<file path="src/rtl/jstk_pkg.sv">
`default_nettype none
// ============================================================================
//  Module      : jstk_pkg
//  Description : Shared constants, FSM state type and transmit-byte mapping
//                for the joystick SPI responder.
//  Revision    : 1.0 - initial release
// ============================================================================
package jstk_pkg;

  localparam int JSTK_FRAME_BYTES = 5;
  localparam int JSTK_LED_CMD_BIT = 7;

  // Position of each field within the response frame
  localparam logic [2:0] BYTE_X_LO = 3'd0;
  localparam logic [2:0] BYTE_X_HI = 3'd1;
  localparam logic [2:0] BYTE_Y_LO = 3'd2;
  localparam logic [2:0] BYTE_Y_HI = 3'd3;
  localparam logic [2:0] BYTE_BTN  = 3'd4;

  typedef enum logic [0:0] {
    IDLE   = 1'b0,
    ACTIVE = 1'b1
  } jstk_state_e;

  // Response byte for a given frame index; indices past the button byte read 0.
  function automatic logic [7:0] jstk_tx_byte(input logic [2:0] idx,
                                              input logic [9:0] x,
                                              input logic [9:0] y,
                                              input logic [2:0] btn);
    logic [7:0] b;
    b = 8'h00;
    case (idx)
      BYTE_X_LO: b = x[7:0];
      BYTE_X_HI: b = {6'b0, x[9:8]};
      BYTE_Y_LO: b = y[7:0];
      BYTE_Y_HI: b = {6'b0, y[9:8]};
      BYTE_BTN:  b = {5'b0, btn};
      default:   b = 8'h00;
    endcase
    return b;
  endfunction

endpackage
`default_nettype wire

</file>
<file path="src/rtl/jstk_spi_responder_if.sv">
`default_nettype none
// ============================================================================
//  Module      : jstk_spi_responder_if
//  Description : SPI link between joystick master and responder.
//                cs   - chip select, active low
//                sclk - serial clock, idle low (mode 0)
//                mosi - master-out data
//                miso - slave-out data, MSB first
//  Revision    : 1.0 - initial release
// ============================================================================
interface jstk_spi_responder_if;
  logic cs;
  logic sclk;
  logic mosi;
  logic miso;

  modport master (output cs, output sclk, output mosi, input miso);
  modport slave  (input cs, input sclk, input mosi, output miso);
endinterface
`default_nettype wire

</file>
<file path="src/rtl/jstk_spi_responder_sync_edge.sv">
`default_nettype none
// ============================================================================
//  Module      : sync_edge
//  Description : STAGES-deep synchronizer for an asynchronous input with
//                single-cycle rise/fall pulses on the synchronized level.
//  Ports       : clk, rst    - system clock, synchronous active-high reset
//                din         - asynchronous input
//                level       - synchronized level
//                rise / fall - one-cycle edge pulses
//  Revision    : 1.0 - initial release
// ============================================================================
module sync_edge #(
  parameter int STAGES = 2
) (
  input  logic clk,
  input  logic rst,
  input  logic din,
  output logic level,
  output logic rise,
  output logic fall
);

  logic [STAGES-1:0] sync_q, sync_d;
  logic              prev_q, prev_d;

  always_comb begin
    sync_d = {sync_q[STAGES-2:0], din};
    prev_d = sync_q[STAGES-1];
  end

  always_ff @(posedge clk) begin
    if (rst) begin
      sync_q <= '0;
      prev_q <= 1'b0;
    end else begin
      sync_q <= sync_d;
      prev_q <= prev_d;
    end
  end

  assign level = sync_q[STAGES-1];
  assign rise  = level & ~prev_q;
  assign fall  = ~level & prev_q;

endmodule
`default_nettype wire

</file>
<file path="src/rtl/jstk_spi_responder.sv">
`default_nettype none
// ============================================================================
//  Module      : jstk_spi_responder
//  Description : SPI mode-0 slave emulating the joystick peripheral. Returns
//                X, Y and button state in a NUM_BYTES frame and captures the
//                LED command carried in byte 0.
//  Ports       : clk, rst     - system clock, synchronous active-high reset
//                spi          - SPI link (slave modport)
//                x_pos, y_pos - 10-bit positions reported in the frame
//                buttons      - {btn2, btn1, trigger}
//                led_cmd      - last valid LED command
//                frame_done   - pulse: frame closed with exactly NUM_BYTES
//                frame_err    - pulse: frame closed short/long/partial
//                busy         - high while a frame is active
//  Revision    : 1.0 - initial release
// ============================================================================
module jstk_spi_responder #(
  parameter int SYNC_STAGES = 2,
  parameter int NUM_BYTES   = 5
) (
  input  logic                       clk,
  input  logic                       rst,
  jstk_spi_responder_if.slave        spi,
  input  logic [9:0]                 x_pos,
  input  logic [9:0]                 y_pos,
  input  logic [2:0]                 buttons,
  output logic [1:0]                 led_cmd,
  output logic                       frame_done,
  output logic                       frame_err,
  output logic                       busy
);
  import jstk_pkg::*;

  localparam logic [3:0] NUM_BYTES_W = 4'(NUM_BYTES);

  logic cs_lvl, cs_rise, cs_fall;
  logic sclk_lvl, sclk_rise, sclk_fall;
  logic mosi_lvl, mosi_rise, mosi_fall;

  sync_edge #(.STAGES(SYNC_STAGES)) u_cs_sync (
    .clk(clk), .rst(rst), .din(spi.cs),
    .level(cs_lvl), .rise(cs_rise), .fall(cs_fall)
  );

  sync_edge #(.STAGES(SYNC_STAGES)) u_sclk_sync (
    .clk(clk), .rst(rst), .din(spi.sclk),
    .level(sclk_lvl), .rise(sclk_rise), .fall(sclk_fall)
  );

  sync_edge #(.STAGES(SYNC_STAGES)) u_mosi_sync (
    .clk(clk), .rst(rst), .din(spi.mosi),
    .level(mosi_lvl), .rise(mosi_rise), .fall(mosi_fall)
  );

  jstk_state_e state_q, state_d;
  logic [9:0]  x_snap_q, x_snap_d;
  logic [9:0]  y_snap_q, y_snap_d;
  logic [2:0]  btn_snap_q, btn_snap_d;
  logic [7:0]  tx_q, tx_d;
  logic [7:0]  rx_q, rx_d;
  logic [2:0]  bit_cnt_q, bit_cnt_d;
  logic [2:0]  byte_idx_q, byte_idx_d;
  logic [1:0]  led_q, led_d;
  logic        done_q, done_d;
  logic        err_q, err_d;
  logic [7:0]  rx_next;

  always_comb begin
    state_d    = state_q;
    x_snap_d   = x_snap_q;
    y_snap_d   = y_snap_q;
    btn_snap_d = btn_snap_q;
    tx_d       = tx_q;
    rx_d       = rx_q;
    bit_cnt_d  = bit_cnt_q;
    byte_idx_d = byte_idx_q;
    led_d      = led_q;
    done_d     = 1'b0;
    err_d      = 1'b0;
    rx_next    = {rx_q[6:0], mosi_lvl};

    case (state_q)
      IDLE: begin
        if (cs_fall) begin
          state_d    = ACTIVE;
          x_snap_d   = x_pos;
          y_snap_d   = y_pos;
          btn_snap_d = buttons;
          // Byte 0 comes from the live inputs: they are the snapshot too.
          tx_d       = jstk_tx_byte(BYTE_X_LO, x_pos, y_pos, buttons);
          rx_d       = 8'h00;
          bit_cnt_d  = 3'd0;
          byte_idx_d = 3'd0;
        end
      end

      ACTIVE: begin
        // CS rise has priority over any SCLK edge seen in the same cycle.
        if (cs_rise) begin
          state_d = IDLE;
          tx_d    = 8'h00;
          if ({1'b0, byte_idx_q} == NUM_BYTES_W && bit_cnt_q == 3'd0) begin
            done_d = 1'b1;
          end else begin
            err_d = 1'b1;
          end
        end else if (sclk_rise) begin
          rx_d      = rx_next;
          bit_cnt_d = bit_cnt_q + 3'd1;
          if (bit_cnt_q == 3'd7) begin
            if (byte_idx_q != 3'd7) begin
              byte_idx_d = byte_idx_q + 3'd1;
            end
            if (byte_idx_q == 3'd0 && rx_next[JSTK_LED_CMD_BIT]) begin
              led_d = rx_next[1:0];
            end
          end
        end else if (sclk_fall) begin
          if (bit_cnt_q != 3'd0) begin
            tx_d = {tx_q[6:0], 1'b0};
          end else if ({1'b0, byte_idx_q} < NUM_BYTES_W) begin
            tx_d = jstk_tx_byte(byte_idx_q, x_snap_q, y_snap_q, btn_snap_q);
          end else begin
            tx_d = 8'h00;
          end
        end
      end

      default: state_d = IDLE;
    endcase
  end

  always_ff @(posedge clk) begin
    if (rst) begin
      state_q    <= IDLE;
      x_snap_q   <= '0;
      y_snap_q   <= '0;
      btn_snap_q <= '0;
      tx_q       <= '0;
      rx_q       <= '0;
      bit_cnt_q  <= '0;
      byte_idx_q <= '0;
      led_q      <= '0;
      done_q     <= 1'b0;
      err_q      <= 1'b0;
    end else begin
      state_q    <= state_d;
      x_snap_q   <= x_snap_d;
      y_snap_q   <= y_snap_d;
      btn_snap_q <= btn_snap_d;
      tx_q       <= tx_d;
      rx_q       <= rx_d;
      bit_cnt_q  <= bit_cnt_d;
      byte_idx_q <= byte_idx_d;
      led_q      <= led_d;
      done_q     <= done_d;
      err_q      <= err_d;
    end
  end

  assign spi.miso   = tx_q[7];
  assign led_cmd    = led_q;
  assign frame_done = done_q;
  assign frame_err  = err_q;
  assign busy       = (state_q == ACTIVE);

  // Synchronizer outputs this block has no use for.
  logic unused_sig;
  assign unused_sig = ^{cs_lvl, sclk_lvl, mosi_rise, mosi_fall, rx_q[7]};

endmodule
`default_nettype wire

</file>
<file path="src/flat_wrapper.sv">
// flat-port wrapper written by rule: the top's interface ports become plain ports
module jstk_spi_responder_flat import jstk_pkg::*;
#(
  parameter int SYNC_STAGES = 2,
  parameter int NUM_BYTES   = 5
)
  (clk, rst, x_pos, y_pos, buttons, led_cmd, frame_done, frame_err, busy, spi_cs, spi_sclk, spi_mosi, spi_miso);
  jstk_spi_responder_if spi_i ();
  input  logic clk;
  input  logic rst;
  input  logic [9:0] x_pos;
  input  logic [9:0] y_pos;
  input  logic [2:0] buttons;
  output logic [1:0] led_cmd;
  output logic frame_done;
  output logic frame_err;
  output logic busy;
  input wire logic [$bits(spi_i.cs)-1:0] spi_cs;
  input wire logic [$bits(spi_i.sclk)-1:0] spi_sclk;
  input wire logic [$bits(spi_i.mosi)-1:0] spi_mosi;
  output wire logic [$bits(spi_i.miso)-1:0] spi_miso;
  assign spi_i.cs = spi_cs;
  assign spi_i.sclk = spi_sclk;
  assign spi_i.mosi = spi_mosi;
  assign spi_miso = spi_i.miso;
  jstk_spi_responder #(.SYNC_STAGES(SYNC_STAGES), .NUM_BYTES(NUM_BYTES)) u_core (.clk(clk), .rst(rst), .spi(spi_i), .x_pos(x_pos), .y_pos(y_pos), .buttons(buttons), .led_cmd(led_cmd), .frame_done(frame_done), .frame_err(frame_err), .busy(busy));
endmodule
</file>
<file path="config.mk">
export PLATFORM = sky130hd
export DESIGN_NAME = jstk_spi_responder_flat
export DESIGN_NICKNAME = d
export VERILOG_FILES = /design/src/rtl/jstk_pkg.sv /design/src/rtl/jstk_spi_responder_if.sv /design/src/rtl/jstk_spi_responder_sync_edge.sv /design/src/rtl/jstk_spi_responder.sv /design/src/flat_wrapper.sv
export SDC_FILE = /design/constraint.sdc
export NUM_CORES = 1
export LEC_CHECK = 0
export CAP_MARGIN = 20
export CORE_MARGIN = 3
export CORE_UTILIZATION = 61
export CTS_BUF_LIST = sky130_fd_sc_hd__clkbuf_8
export CTS_CLUSTER_SIZE = 14
export DETAILED_ROUTE_END_ITERATION = 8
export PLACE_DENSITY = 0.87
export SLEW_MARGIN = 20
export SYNTH_ARGS = -nofsm -noshare
export SYNTH_HDL_FRONTEND = slang
export SYNTH_SLANG_ARGS = --single-unit
</file>
<file path="constraint.sdc">
create_clock -name clk -period 3.9 [get_ports clk]
set_input_delay 0.78 -clock clk [delete_from_list [all_inputs] [get_ports clk]]
set_output_delay 0.78 -clock clk [all_outputs]
set_load 0.1 [all_outputs]
</file>
==> metrics.md <==
| Metric | Value |
|---|---|
| Num ports | `34` |
| Post-CTS Hold Buffers | `0` |
| Worst IR Drop VDD | `0.000311 V` |
| Worst stage delay on the critical path | `1150 ps` |
| Critical setup path kind | `register to primary output` |
| Die W | `71.3 um` |
| CTS tree | `done` |
| Hold path startpoint | `u_core.u_mosi_sync.sync_q[0]` |
| Post-synth top area share | `43.9%` |
| Crit Path Max Fanout | `2` |
| Reg clk slew, reported paths | `60 ps` |
| DRC viols | `0` |
| Placed Cells incl. Taps | `361` |
| Setup TNS | `0 ps` |
| Vias in the first global route | `2149` |
| Main area contributors after synthesis | `dfxtp_1 (44%), nand2_1 (8.7%), a21oi_1 (7.3%), ha_1 (4.3%), nand3_1 (3.9%)` |
| Final count of hold timing violations | `0` |
| WP buf/inv | `1` |
| Antenna fix cells | `0` |
| Synthesized Nets | `332` |
| Die footprint | `5080 um^2` |
| Worst endpoint required time | `3120 ps` |
| Cell area power density | `390 nW/um^2` |
| Reg2reg setup slack | `1650 ps` |
| FFs w/ async S/R, synth | `0%` |
| Clock skew | `7.09 ps` |
| Avg Inst Size Synth | `8.81 um^2` |
| Syn Inst Count | `295` |
| Worst Setup Start Kind | `register` |
| Port Buffer Count | `33` |
| Area of the mapped netlist | `2600 um^2` |
| Fin Hold WS | `437 ps` |
| Crit path max-delay cell type | `clkdlybuf4s50_1` |
| FF+latch count, synth | `57` |
| CP Launch Point | `u_core.led_cmd[0]` |
| WL per Instance | `15.5 um` |
| Overflow after GRT | `0` |
| Max-slew violation count | `0` |
| Via-per-instance ratio | `5.98` |
| Status | `finished clean` |
| Die height | `71.3 um` |
| Layout cells sized above 1 | `12.3%` |
| Post-synth top flop | `dfxtp_1` |
| Root Buffer | `clkbuf_8` |
| Hold depth | `1` |
| TritonCTS buffer count | `9` |
| Pin slew with the least headroom to its limit | `1030 ps` |
| RSZ-0062 raised after global routing | `no` |
| Fmax | `383 MHz` |
| CTS Sinks | `57` |
| Worst slack, placed | `1650 ps` |
| Leak pwr | `1.05 nW` |
| Reg2Reg Depth | `6` |
| Vias | `2249` |
| Setup violators final | `0` |
| Ordered cell list for the critical path | `clkdlybuf4s50_1` |
| CP Capture Type | `primary output` |
| Fin nets | `359` |
| Floorplan row count | `23` |
| Clock latency at the later pin of the worst-skew pair | `340 ps` |
| Area Growth Syn to Fin | `17.4%` |
| Final Cycle Share | `67.0%` |
| Count of cell types in the netlist | `45` |
| Global-route wire length before repair | `10100 um` |
| Tot GR Track Use | `25.2%` |
| Max cap viols | `0` |
| Initial DRC Count | `269` |
| Final wirelength | `5820 um` |
| Slew margin rel. | `31.2%` |
| Core area | `4060 um^2` |
| Worst Hold Path EP | `u_core.u_mosi_sync.sync_q[1]` |
| Post-synth EDFFs | `0` |
| Largest net degree at the start of global routing | `56` |
| Max H-tree Level | `3` |
| Worst setup margin | `1290 ps` |
| Synth area leader | `dfxtp_1` |
| 1st-pass router iterations | `5` |
| Setup Fix Bufs, Post-CTS | `0` |
| Worst R2R End | `u_core.tx_q[6]` |
| Final min period | `2610 ps` |
| Final Non-Filler Cells | `376` |
| Crit path DAT | `1830 ps` |
| CTS resizes | `0` |
| Max Root-Sink Buffers | `2` |
| YS warnings | `0` |
| Worst R2R Start | `u_core.byte_idx_q[0]` |
| Cell family with most CP delay | `buffers and inverters` |
| Commonest non-fill, non-tap cell in the layout | `nand2_1` |
| Most frequent cells in the layout | `nand2_1 (60), dfxtp_1 (57), a21oi_1 (38), clkdlybuf4s50_1 (31), nand3_1 (20)` |
| Sequential element share of the synthesized area | `43.9%` |
| Initial core utilization | `64.0%` |
| DRT antenna net count | `0` |
| Gpl congestion | `0.864` |
| HP Class | `register to register` |
| Initial antenna violation count | `0` |
| DP HPWL | `3690 um` |
[through the flow]
stage | util (%) | cell area [um^2] | power [W]
2_1_floorplan | - | 2600 | 0.000663
3_3_place_gp | 70.7 | 2870 | 0.000697
3_5_place_dp | 70.7 | 2870 | 0.000698
4_1_cts | 75.2 | 3050 | 0.00120
5_1_grt | 75.2 | 3050 | 0.00123
6_report | 75.2 | 3050 | 0.00119
[cells by family (layout without fill, tap and decap cells)]
family                     count (synthesis)  count (layout)  synth area share (%)
AOI/OAI and AO/OA                         76              76                  19.9
buffers and inverters                     26              57                  6.41
and+or+nand+nor                          126             126                  25.0
muxes                                      1               1                 0.385
DFF                                       57              57                  43.9
adders and majority gates                  9               9                  4.34
[metal layers]
layer | vias to the layer above | share of wire (%) | routed length, um | GRT usage (%)
met1 | 1050 | 45 | 2640 | 32.8
met5 | - | 0 | 0 | 0
met3 | 16 | 8.3 | 483 | 8.84
li1 | 1098 | - | - | -
met4 | 0 | 2.3 | 134 | 13.2
met2 | 85 | 44 | 2560 | 36.9
[power breakdown]
part / internal, W / switching [W] / total (W) / leakage (nW)
registers: 0.000595 / 0.00000681 / 0.000601 / 0.462
clock network: 0.000275 / 0.000229 / 0.000504 / 0.0980
logic: 0.0000425 / 0.0000427 / 0.0000852 / 0.491
[registers in the layout, summed over array words and instances, names as in the netlist, 3 cells and up]
signal and cells:
u_core.x_snap_q 10, u_core.y_snap_q 10, u_core.tx_q 8, u_core.rx_q 7, u_core.bit_cnt_q 3, u_core.btn_snap_q 3, u_core.byte_idx_q 3
[Yosys cell counts, drive strengths merged (8+ instances only)]
| library cell | count |
|---|---|
| clkbuf | 14 |
| nor3 | 9 |
| nand2 | 60 |
| nor2b | 13 |
| o21ai | 8 |
| nand3 | 22 |
| ha | 9 |
| a21oi | 38 |
| dfxtp | 57 |
[area by class of cell]
type                    instances  area [um^2]
fillers                       307         1010
inverters                       6         25.0
well taps                      50         62.6
clock inverters                 3         15.0
flip-flops and latches         57         1140
multi-input cells             212         1300
clock buffers                  12          165
repair buffers                 36          345
[worst max path at each step]
stage,end,slack (ps),depth (start not counted)
after floorplan,u_core.tx_q[2],1760,5
after global routing,led_cmd[0],1240,1
after detailed placement,led_cmd[0],1650,1
after global placement,led_cmd[0],1690,1
after CTS,led_cmd[0],1270,1
final,led_cmd[0],1290,1
Note: power is estimated with default switching activity, not from simulation.
